--- config.mk ---
export PLATFORM = sky130hd
export DESIGN_NAME = tff_count_ctrl
export DESIGN_NICKNAME = d
export VERILOG_FILES = /design/src/rtl/tff_ctrl_pkg.sv /design/src/rtl/tff_count_ctrl_cell.sv /design/src/rtl/tff_count_ctrl.sv
export SDC_FILE = /design/constraint.sdc
export NUM_CORES = 1
export LEC_CHECK = 0
export CAP_MARGIN = 25
export CORE_MARGIN = 3
export CORE_UTILIZATION = 45
export CTS_CLUSTER_DIAMETER = 150
export DETAILED_ROUTE_END_ITERATION = 16
export HOLD_SLACK_MARGIN = 0.06
export PLACE_DENSITY = 0.69
export SYNTH_ARGS = -nofsm -noshare
export SYNTH_HDL_FRONTEND = slang
export SYNTH_SLANG_ARGS = --single-unit
--- constraint.sdc ---
create_clock -name clk -period 3.05 [get_ports clk]
set_input_delay 0.305 -clock clk [delete_from_list [all_inputs] [get_ports clk]]
set_output_delay 0.305 -clock clk [all_outputs]
set_load 0.02 [all_outputs]
--- src/rtl/tff_ctrl_pkg.sv ---
// Shared types and constants for the T-flip-flop count controller.
package tff_ctrl_pkg;

    localparam int WIDTH_DEF = 4;

    typedef enum logic {
        IDLE = 1'b0,
        RUN  = 1'b1
    } state_e;

endpackage

--- src/rtl/tff_count_ctrl_cell.sv ---
// Single T flip-flop: toggles when t_in is high, synchronous clear.
module tff_cell (
    input  logic clk,
    input  logic rst,
    input  logic t_in,
    output logic q
);

    always_ff @(posedge clk) begin
        if (rst) begin
            q <= 1'b0;
        end else begin
            q <= q ^ t_in;
        end
    end

endmodule

--- src/rtl/tff_count_ctrl.sv ---
// Up/down counter built from a T flip-flop bank, sequenced by an
// IDLE/RUN controller with oneshot or auto-reload terminal handling.
module tff_count_ctrl
    import tff_ctrl_pkg::*;
#(
    parameter int WIDTH = WIDTH_DEF
) (
    input  logic             clk,
    input  logic             rst,
    input  logic             start,
    input  logic             stop,
    input  logic             up_dn,
    input  logic             oneshot,
    input  logic [WIDTH-1:0] tc,
    output logic [WIDTH-1:0] q,
    output logic             busy,
    output logic             done
);

    state_e           state_q, state_d;
    logic [WIDTH-1:0] tc_q, tc_d;
    logic             up_q, up_d;
    logic             os_q, os_d;

    logic [WIDTH-1:0] t;
    logic [WIDTH-1:0] t_up, t_dn;
    logic [WIDTH-1:0] init_q, end_q;
    logic             at_end;

    for (genvar i = 0; i < WIDTH; i++) begin : g_cell
        tff_cell u_cell (
            .clk  (clk),
            .rst  (rst),
            .t_in (t[i]),
            .q    (q[i])
        );
    end

    // Ripple-carry/borrow toggle enables for +1 and -1.
    always_comb begin
        logic cu, cd;
        cu = 1'b1;
        cd = 1'b1;
        for (int i = 0; i < WIDTH; i++) begin
            t_up[i] = cu;
            t_dn[i] = cd;
            cu = cu & q[i];
            cd = cd & ~q[i];
        end
    end

    assign init_q = up_q ? '0 : tc_q;
    assign end_q  = up_q ? tc_q : '0;
    assign at_end = (q == end_q);
    assign busy   = (state_q == RUN);

    always_comb begin
        state_d = state_q;
        tc_d    = tc_q;
        up_d    = up_q;
        os_d    = os_q;
        t       = '0;
        done    = 1'b0;
        unique case (state_q)
            IDLE: begin
                if (start && !stop) begin
                    tc_d    = tc;
                    up_d    = up_dn;
                    os_d    = oneshot;
                    t       = q ^ (up_dn ? '0 : tc);
                    state_d = RUN;
                end
            end
            RUN: begin
                if (stop) begin
                    state_d = IDLE;
                end else if (at_end) begin
                    done = 1'b1;
                    if (os_q) begin
                        state_d = IDLE;
                    end else begin
                        t = q ^ init_q;
                    end
                end else begin
                    t = up_q ? t_up : t_dn;
                end
            end
        endcase
    end

    always_ff @(posedge clk) begin
        if (rst) begin
            state_q <= IDLE;
            tc_q    <= '0;
            up_q    <= 1'b0;
            os_q    <= 1'b0;
        end else begin
            state_q <= state_d;
            tc_q    <= tc_d;
            up_q    <= up_d;
            os_q    <= os_d;
        end
    end

endmodule
Word level (Yosys, flattened, before mapping). Cells that the tools add are included.

Flip-flop bits (word level): 11. Output and inout port bits: 6. Word-level logic and storage cells: 43.

Eq/ne operators: 1. Multiplexer cells: 17. Bitwise gates (word level): 14. Reduce and logical (&&, ||, !) cells: 3.

Operators with widths (number): 4-bit 2-to-1 mux (8); 4-bit one-hot mux with 2 select lines (1); 4-bit bitwise XOR (2); 1-bit 2-to-1 mux (7); 1-bit bitwise AND (4); 4-bit equality test (1); 1-bit NOT (4); 1-bit bitwise XOR (4); 1-bit one-hot mux with 2 select lines (1); 2-bit AND reduction (1); 1-bit logical AND (1); 1-bit logical NOT (1).

Longest topological paths before layout.
Depth after elaboration: 8. Depth in mapped cells: 6.

Hierarchy. Synthesis repeated with hierarchy kept, for this count alone.

Cell total of the unflattened synthesis: 97. Area, all modules: 778.2 µm².

By module, submodules not included: tff_count_ctrl (times used 1, cells an instance 85, area an instance 648.1 µm², sequential area each 140.1 µm²); tff_cell (times used 4, cells an instance 3, area an instance 32.5 µm², sequential area each 20.0 µm²).

Worst setup path after synthesis. No wires, ideal clock.

Path type: register to register. From: register g_cell[2].u_cell.q. To: register g_cell[1].u_cell.q. Library setup time: 0.123 ns. Data arrival time: 1.539 ns. Required time: 2.927 ns. Path slack: 1.387 ns. Cell stages (with the launch flop): 7. Clock period less this slack: 1.663 ns. Path through: dfxtp_1 -> buf_6 -> and4bb_1 -> nand2_2 -> a32oi_4 -> mux2i_1 -> mux2_1.

Word-level cells in the longest chain between the ends: 5.

Ends and longest elaborated chain: from (decl) (line tff_count_ctrl_cell.sv:6) `output logic q`; from (signal assigned) (line tff_count_ctrl_cell.sv:13) `q <= q ^ t_in;`; 4-bit equality test (line tff_count_ctrl.sv:54) `assign at_end = (q == end_q);`; 4-bit 2-to-1 mux (line tff_count_ctrl.sv:77) `end else if (at_end) begin`; 4-bit 2-to-1 mux (line tff_count_ctrl.sv:75) `if (stop) begin`; 4-bit one-hot mux with 2 select lines (line tff_count_ctrl.sv:64) `unique case (state_q)`; 1-bit bitwise XOR (line tff_count_ctrl_cell.sv:13); to (signal assigned) (line tff_count_ctrl_cell.sv:13); to (decl) (line tff_count_ctrl_cell.sv:6).

No other way between the ends. A chain may end at the register's enable or synchronous reset.

Worst setup path after layout.
From: register g_cell[0].u_cell.q. To: output done.

Word-level cells in the longest chain between the ends: 4.

Ends and longest elaborated chain: from (decl) (line tff_count_ctrl_cell.sv:6); from (signal assigned) (line tff_count_ctrl_cell.sv:13); 4-bit equality test (line tff_count_ctrl.sv:54); 1-bit 2-to-1 mux (line tff_count_ctrl.sv:77); 1-bit 2-to-1 mux (line tff_count_ctrl.sv:75); 1-bit 2-to-1 mux (line tff_count_ctrl.sv:64); to (decl) (line tff_count_ctrl.sv:17) `output logic done`.

No other way between the ends.

==> summary.md <==
| Metric | Value |
|---|---|
| Status | complete, no violations |
| Number of placement rows | 14 |
| Height of the die | 49.23 um |
| Total GRT Usage | 14.49% |
| Most common cell after layout, fill and taps aside | nand2_1 |
| Arr. time, crit path | 2.34 ns |
| Static leakage | 0.3379 nW |
| Synthesized flop and latch total | 11 |
| Avg WL per Cell | around 12 um |
| Clk sinks | 11 |
| Final worst slack | 0.4064 ns |
| Vias in the first global route | 608 |
| Hold Path Cell Cnt | 2 |
| Power Density | 356.7 nW/um2 |
| Reg clk slew, reported paths | 0.07 ns |
| Commonest cells after routing, fill and taps aside | nand2_1 (23), clkdlybuf4s50_1 (15), a21oi_1 (12), dfxtp_1 (11), nor2_1 (8) |
| Clock Skew | 0.005326 ns |
| Iteration-0 DRC count of the detailed router | 5 |
| Initial Utilization | between 50% and 60% |
| N_diodes | 0 |
| Worst vdd ir | 0.2304 mV |
| GR Overflow Total | 0 |
| Initial antenna violation count | 0 |
| CTS H-Tree Depth | 1 |
| Post-route ant nets | 0 |
| WS Path Type | flip-flop to primary output |
| Rel. slew slack | 62.47% |
| Final Hold Vio Count | 0 |
| Via count | roughly 720 |
| Fmax | about 380 MHz |
| Synth Flop Type | dfxtp_1 |
| Hold buffer count at cts | 0 |
| IO Pins | 16 |
| Post-Syn Nets | 116 |
| CTS Buf Count | 3 |
| MaxCap Viol Count | 0 |
| Routed vias/inst | 5.144 |
| WL final | 1641 um |
| Root buffer cell | clkbuf_4 |
| Layout cells sized above 1 | 8.696% |
| HP Class | flip-flop to flip-flop |
| R2r setup slk | just over 1 ns |
| Top cells by area, synth | dfxtp_1 (26%), nand2_1 (10%), xnor2_1 (7.3%), a21oi_1 (7.1%), nand2b_1 (4.5%) |
| Post-DP HPWL | 1235 um |
| Yosys Warn Count | 0 |
| DRT Pass-1 Iters | 4 |
| Layout Cells excl Fill | between 100 and 150 |
| Max Slew Vio Count | 0 |
| Netlist Area Pre-Place | between 800 and 900 um2 |
| Period minus WS final | 2.644 ns |
| CTS Buffer Depth | 2 |
| Port bufs | 15 |
| Placed insts | around 140 |
| Post-CTS sizing | 0 |
| Critical Path Fanout Max | 12 |
| Post-Place Setup Slack | 0.6836 ns |
| Post-synth EDFFs | 0 |
| Type of origin of the critical path | flip-flop |
| Core Region | 1629 um2 |
| Post-synth top area share | 26.19% |
| Layout net count | 126 |
| Die ar. | 2423 um2 |
| Post-synth ARST share | 0% |
| Area Overhead vs Synth | 15.03% |
| Largest net degree at the start of global routing | 17 |
| Worst slew pin tran | around 0.56 ns |
| Synth Instances | 106 |
| CP Capture Type | primary output |
| Gp weighted congestion | between 0.7 and 0.8 |
| Final setup TNS | 0 ns |
| Clk_lat worst skew | 0.26 ns |
| CTS tree | yes |
| First-pass GRT wire length | 2787 um |
| Crit share post-route | 86.67% |
| Setup bufs post-CTS | 0 |
| Die Span X | 49.23 um |
| RSZ-0062 raised after global routing | false |
| Setup Viol. Count Final | 0 |
| Post-synthesis sequential area ratio | 26.19% |
| Most area-hungry cell type in the Yosys netlist | dfxtp_1 |
| Worst Path Required | 2.74 ns |
| Synthesized area per cell | roughly 7.9 um2 |
| Distinct cells, synth | 30 |
| FF-to-FF path depth | 5 |
| Remaining DRCs | 0 |
layer usage:
metal	vias up	routed length, um	global-route usage (%)
li1	379	-	-
met4	0	25	7.109
met3	2	53	2.752
met2	13	734	21.65
met1	321	828	19.63
met5	-	0	0
cells in the mapped netlist (3+ instances only):
cell type,number
nor2_1,8
buf_4,4
o21ai_0,3
nand2_1,23
a21oi_1,12
nand3b_1,4
mux2i_1,3
mux2_1,3
xnor2_1,7
dfxtp_1,11
nand2b_1,6
area by class of cell:
class,instances,area (um2)
clock buffers,4,26.28
multi-input cells,85,540.5
fillers,158,661.9
well taps,24,30.03
flip-flops and latches,11,220.2
repair buffers,15,150.1
path summary, 6_finish.rpt:
| path | start | end |
|---|---|---|
| worst max-delay path | g_cell[0].u_cell.q$_SDFF_PP0_ | done |
| worst min-delay path | os_q$_SDFFE_PP0P_ | os_q$_SDFFE_PP0P_ |
| worst max register to register | g_cell[0].u_cell.q$_SDFF_PP0_ | g_cell[2].u_cell.q$_SDFF_PP0_ |
| worst min register to register | os_q$_SDFFE_PP0P_ | os_q$_SDFFE_PP0P_ |
registers in the layout, indices dropped and copies added (netlist names):
register         cells
g_cell.u_cell.q      4
tc_q                 4
busy                 1
os_q                 1
up_q                 1
cell families (layout without fill, tap and decap cells):
family                    count (synthesis)  count (layout)  synth area share, %
DFF                                      11              11                26.19
AOI/OAI and AO/OA                        19              19                15.33
muxes                                     7               7                8.928
xor gates and xnor gates                  7               7                7.292
and+or+nand+nor                          52              52                32.74
buffers and inverters                    10              19                9.523
metrics by stage:
step	instance area, um2	hold WS, ns	utilization [%]	power (mW)
after floorplan	840.8	0.4410	-	0.2294
after global placement	940.9	0.4879	57.76	0.2494
after detailed placement	940.9	0.4943	57.76	0.2513
after CTS	967.2	0.5049	59.37	0.3497
after global routing	967.2	0.5432	59.37	0.3670
final	967.2	0.5043	59.37	0.3450
critical path: stages, from the launching register on:
cell             delay [ns]
dfxtp_1                0.59
xnor2_1                0.17
nand4_1                0.15
a32oi_4                0.37
and2_2                 0.20
clkdlybuf4s50_1        0.59
report_power, final:
part           internal [mW]  switching (mW)
registers              0.151          0.0155
logic                 0.0452          0.0361
clock network         0.0506          0.0467
Power figures use the tool's default switching activity.
